$ cat src/rtl/fxpn_matmul_block.sv
// N x N sign-magnitude fixed-point matrix multiplier. A and B are streamed in
// one row per beat, an output-stationary MAC array forms C, and C drains row by row.
module fxpn_matmul_block #(
  parameter  int N    = 4,
  parameter  int DW   = 8,
  parameter  int FRAC = 3,
  localparam int BUSW = N * DW,
  localparam int ACCW = 2 * DW - 1 + $clog2(N)
) (
  input  logic            clk,
  input  logic            rstn,
  input  logic            en_in_data,
  output logic            rdy_in_data,
  input  logic            in_mat,
  input  logic            in_mat_done,
  input  logic [BUSW-1:0] in_data,
  output logic            en_out_data,
  input  logic            rdy_out_data,
  output logic            out_mat_done,
  output logic [BUSW-1:0] out_data
);
  localparam int              IW      = (N > 1) ? $clog2(N) : 1;
  localparam int              MW      = DW - 1;
  localparam logic [IW-1:0]   LAST    = IW'(N - 1);
  localparam logic [ACCW-1:0] MAX_MAG = ACCW'((1 << MW) - 1);

  typedef enum logic [1:0] {LOAD_A, LOAD_B, COMPUTE, DRAIN} state_t;

  state_t state, state_nxt;

  logic [IW-1:0]          row;
  logic [IW-1:0]          k;
  logic [IW-1:0]          q;
  logic                   pad_active;
  logic [DW-1:0]          a_buf [N][N];
  logic [DW-1:0]          b_buf [N][N];
  logic signed [ACCW-1:0] acc   [N][N];
  logic signed [ACCW-1:0] prod  [N][N];
  logic [ACCW-1:0]        abs_v [N];
  logic [ACCW-1:0]        shr_v [N];
  logic [MW-1:0]          mag_v [N];
  logic [BUSW-1:0]        c_row;

  logic accept, wr_en, load_end, out_fire, drain_end;

  // A beat for the wrong matrix simply sees rdy low and waits.
  assign rdy_in_data = rstn & ~pad_active &
                       (((state == LOAD_A) & ~in_mat) | ((state == LOAD_B) & in_mat));
  assign accept      = en_in_data & rdy_in_data;
  assign wr_en       = accept | pad_active;
  assign load_end    = wr_en & (row == LAST);
  assign en_out_data = (state == DRAIN);
  assign out_fire    = en_out_data & rdy_out_data;
  assign drain_end   = out_fire & (q == LAST);

  // NOTE: sequential state uses non-blocking assignments so every register samples pre-edge values.
  always_ff @(posedge clk or negedge rstn) begin
    if (!rstn) state <= LOAD_A;
    else       state <= state_nxt;
  end

  // NOTE: every combinational output gets a default first so no latch is inferred.
  always_comb begin
    state_nxt = state;
    unique case (state)
      LOAD_A:  if (load_end)  state_nxt = LOAD_B;
      LOAD_B:  if (load_end)  state_nxt = COMPUTE;
      COMPUTE: if (k == LAST) state_nxt = DRAIN;
      DRAIN:   if (drain_end) state_nxt = LOAD_A;
      default:                state_nxt = LOAD_A;
    endcase
  end

  always_ff @(posedge clk or negedge rstn) begin
    if (!rstn) begin
      row        <= '0;
      pad_active <= 1'b0;
      k          <= '0;
      q          <= '0;
    end else begin
      if (load_end) begin
        row        <= '0;
        pad_active <= 1'b0;
      end else if (wr_en) begin
        row <= row + 1'b1;
        if (accept & in_mat_done) pad_active <= 1'b1;
      end
      if (state == COMPUTE) k <= (k == LAST) ? '0 : k + 1'b1;
      if (out_fire)         q <= (q == LAST) ? '0 : q + 1'b1;
    end
  end

  // NOTE: operand buffers have no reset; each load rewrites all N rows (padding included) before COMPUTE reads them.
  always_ff @(posedge clk) begin
    if (wr_en) begin
      for (int j = 0; j < N; j++) begin
        if (state == LOAD_B) b_buf[row][j] <= pad_active ? '0 : in_data[DW*(N-1-j) +: DW];
        else                 a_buf[row][j] <= pad_active ? '0 : in_data[DW*(N-1-j) +: DW];
      end
    end
  end

  // Signed partial products for step k; a zero magnitude yields zero whatever the sign bit.
  always_comb begin
    for (int i = 0; i < N; i++) begin
      for (int j = 0; j < N; j++) begin
        prod[i][j] = $signed(ACCW'(a_buf[i][k][MW-1:0]) * ACCW'(b_buf[k][j][MW-1:0]));
        if (a_buf[i][k][DW-1] ^ b_buf[k][j][DW-1]) prod[i][j] = -prod[i][j];
      end
    end
  end

  always_ff @(posedge clk or negedge rstn) begin
    if (!rstn) begin
      for (int i = 0; i < N; i++)
        for (int j = 0; j < N; j++)
          acc[i][j] <= '0;
    end else if (state == COMPUTE) begin
      for (int i = 0; i < N; i++)
        for (int j = 0; j < N; j++)
          acc[i][j] <= acc[i][j] + prod[i][j];
    end else if (drain_end) begin
      for (int i = 0; i < N; i++)
        for (int j = 0; j < N; j++)
          acc[i][j] <= '0;
    end
  end

  // Truncate toward zero, saturate the magnitude, and never emit negative zero.
  always_comb begin
    c_row = '0;
    for (int j = 0; j < N; j++) begin
      abs_v[j] = acc[q][j][ACCW-1] ? ACCW'(-acc[q][j]) : ACCW'(acc[q][j]);
      shr_v[j] = abs_v[j] >> FRAC;
      mag_v[j] = (shr_v[j] > MAX_MAG) ? MW'(MAX_MAG) : shr_v[j][MW-1:0];
      c_row[DW*(N-1-j) +: DW] = {acc[q][j][ACCW-1] & (mag_v[j] != '0), mag_v[j]};
    end
  end

  assign out_data     = en_out_data ? c_row : '0;
  assign out_mat_done = en_out_data & (q == LAST);

endmodule

$ cat config.mk
export PLATFORM = sky130hd
export DESIGN_NAME = fxpn_matmul_block
export DESIGN_NICKNAME = d
export VERILOG_FILES = /design/src/rtl/fxpn_matmul_block.sv
export SDC_FILE = /design/constraint.sdc
export NUM_CORES = 2
export LEC_CHECK = 0
export BUFFER_PORTS_ARGS = -buffer_cell sky130_fd_sc_hd__buf_2
export CAP_MARGIN = 20
export CORE_AREA = 2 2 344 346
export CTS_CLUSTER_SIZE = 14
export DETAILED_ROUTE_END_ITERATION = 10
export DIE_AREA = 0 0 346 348
export PLACE_DENSITY = 0.68
export SYNTH_ARGS = -nofsm -noshare
export SYNTH_HDL_FRONTEND = slang
export SYNTH_SLANG_ARGS = --single-unit
$ cat constraint.sdc
create_clock -name clk -period 16.6 [get_ports clk]
set_input_delay 3.32 -clock clk [delete_from_list [all_inputs] [get_ports clk]]
set_output_delay 3.32 -clock clk [all_outputs]
set_load 0.03 [all_outputs]
==> impl_metrics.yaml <==
timing:
  worstMarginPinSlew_ns: 1.09
  finalMaxSlewViolations: 0
  fmax_mhz: 105
  rsz0062_at_grt: "no"
  setup_tns_ns: 0
  setup_viol: 0
  worst_slack_ns: 7.09
  slew_headroom: 0.276
  fin_crit_ns: 9.51
  timing.final.crit_share: 0.573
  fin_worst_skew_ns: 0.0471
  hold_viol: 0
placement:
  globalplace.congestion: 0.931
  hpwl_um: 134000
  portBuffers: 72
  dp_slack_ns: 7.19
cts:
  clk_latency_ns: 0.68
  cts_hold_buf: 0
  cts_tree: "built"
  cts-buffers-inserted: 67
  cts_resized: 0
  clk_path_buf_depth: 3
  clock_sinks: 537
  root_buffer: "clkbuf_16"
  htreeDepth: 3
  postCtsSetupBuffers: 0
  path_clk_slew_ns: 0.06
detailed_routing:
  wl_per_cell_um: 20.9
  drt_iter0_drc: 3827
  vias: 52200
  ant_nets: 0
  viasPerCell: 6.07
  wl_um: 180000
  drt-pass1-iter-count: 6
  drc_errors: 0
logic_synthesis:
  synthesis.area_um2: 63700
  async_flop_share: 0.523
  synth_top_area_share: 0.156
  syn_area_per_cell_um2: 9.04
  synthSimpleGateAreaFrac: 0.157
  yosysWarningCount: 0
  synth-main-ff-cell: "dfrtp_1"
  synth_compound_area_frac: 0.154
  synth_cells: 7043
  synth_fp_nets: 8275
  synth_cell_types: 100
  seq_area_frac_synth: 0.231
  synth_seq_cells: 537
  yosysMostFrequentCell: "nor2_1"
  synth_fa_ha_area_frac: 0.282
  synth_xor_xnor_area_share: 0.0825
  synth_top_family_by_area: "adder cells"
  synthMuxAreaShare: 0.0447
  yosys-top-cells-area: "ha_1, fa_1, edfxtp_1"
  yosys.area.top_type: "ha_1"
  synth_edf_count: 256
  synthTopCellsByCount: "nor2_1, ha_1, nand2_1"
cells_and_area:
  fillers: 10300
  drive_above_1_share: 0.0788
  seq_area_um2: 14700
  nNetsFinal: 8257
  multi_input_area_um2: 46100
  area_growth_pct: 6.97
die:
  core_area_um2: 117000
  die_y_um: 348
  core.rowCount: 126
  die_x_um: 346
  initial_core_util: 0.544
  dieArea_um2: 120000
  pin_count: 73
critical_path:
  worstSetupPathType: "reg -> reg"
  required_ns: 17.18
  startpoint_type: "register"
  cp_max_fo: 83
  cp_common_cell: "inv_1"
  crit_slowest_cell: "dfrtp_4"
  crit_path_max_incr_delay_ns: 1.06
  cp.arrival_ns: 10.10
  cp-end-kind: "register"
global_route:
  met1_usage: 0.410
  overflow: 0
  grt_busiest_layer: "met2"
  grt_pass1_wl_um: 284000
  grtUsageTotal: 0.297
  met2_usage: 0.478
  grt_use_met3: 0.0476
  antenna_found_initial: 1
  grt_pass1_vias: 51500
  grt_max_degree: 84
outcome:
  status: "complete, no violations"
min_path:
  min_path_type: "reg -> reg"
job:
  drv_cap: 0
-- registers in the layout (all words and copies together), names as in the netlist --
signal and flops:
a_buf 128, acc 272, b_buf 128, k 2, pad_active 1, q 2, row 2, state 2
-- cell families (layout without fill, tap and decap cells) --
kind of cell               Yosys count  after routing
and+or+nand+nor                   2220           2220
AOI/OAI and AO/OA                 1506           1506
adders and majority gates         1194           1194
buffers and inverters              800            829
xor gates and xnor gates           593            593
DFF                                537            537
muxes                              193            193
other                                0              1
-- path summary, 6_finish.rpt --
path,start,to,slack (ns),cells after the start
max,k[0],acc[203],7.09,31
min,acc[146],acc[146],0.51,2
max reg2reg,k[0],acc[203],7.09,31
min reg2reg,acc[146],acc[146],0.51,2
max in group asynchronous,rstn,acc[45],11.67,4
min in group asynchronous,rstn,acc[76],2.58,1
-- worst max-delay path: cells and delay by family, from the launching register on --
kind / cells / cell delay (ns)
and+or+nand+nor: 5 / 1.63
buffers and inverters: 7 / 1.44
DFF: 1 / 1.06
AOI/OAI and AO/OA: 11 / 2.15
xor gates and xnor gates: 2 / 0.44
adders and majority gates: 6 / 2.58
-- final cells by class --
cell class | instances | area share
antenna | 1 | 0.0000367
clock buffer | 88 | 0.0270
clock inverter | 28 | 0.00526
inverter | 548 | 0.0302
multi-input combinational | 5706 | 0.677
sequential | 537 | 0.216
tap | 1536 | 0.0282
timing repair buffer | 165 | 0.0159
-- cells in the final DEF (no fill, tap or decap), types with 52 or more instances in the layout --
cell type / synthesis / final
nor2_1: 892 / 892
o31ai_1: 70 / 70
a21o_1: 110 / 110
mux2i_1: 64 / 64
or2_2: 76 / 76
nand3_1: 77 / 77
ha_1: 794 / 792
fa_1: 400 / 400
nor3_1: 131 / 131
buf_4: 5 / 92
buf_2: 17 / 71
or3_1: 57 / 57
a31oi_1: 53 / 52
clkbuf_16: 0 / 67
dfrtp_1: 281 / 277
nand2_1: 618 / 618
xnor2_1: 315 / 315
xor2_1: 274 / 274
inv_1: 548 / 547
o21ai_0: 428 / 413
mux4_2: 67 / 67
nor2b_1: 79 / 78
o21a_1: 108 / 108
a21oi_1: 265 / 265
mux2_2: 62 / 62
a211oi_1: 52 / 52
nand2b_1: 74 / 74
edfxtp_1: 256 / 256
-- per-layer routing --
metal / share of wire / vias up
met1: 0.44 / 25700
li1: - / 24600
met2: 0.45 / 1639
met4: 0.034 / 2
met3: 0.074 / 285
met5: 0.000061 / -
-- metrics by stage --
step / std cells / hold WS, ns / util / instance area (um2)
finish: 8609 / 0.515 / 0.582 / 68100
global route: 8608 / 0.528 / 0.582 / 68100
CTS: 8607 / 0.517 / 0.582 / 68100
detailed placement: 8491 / 0.504 / 0.563 / 65900
global placement: 8491 / 0.496 / 0.563 / 65900
floorplan: 7043 / 0.468 / - / 63700
Power is not shown: default switching activity piles up to over one toggle a cycle in this logic, so the estimate is an artifact.
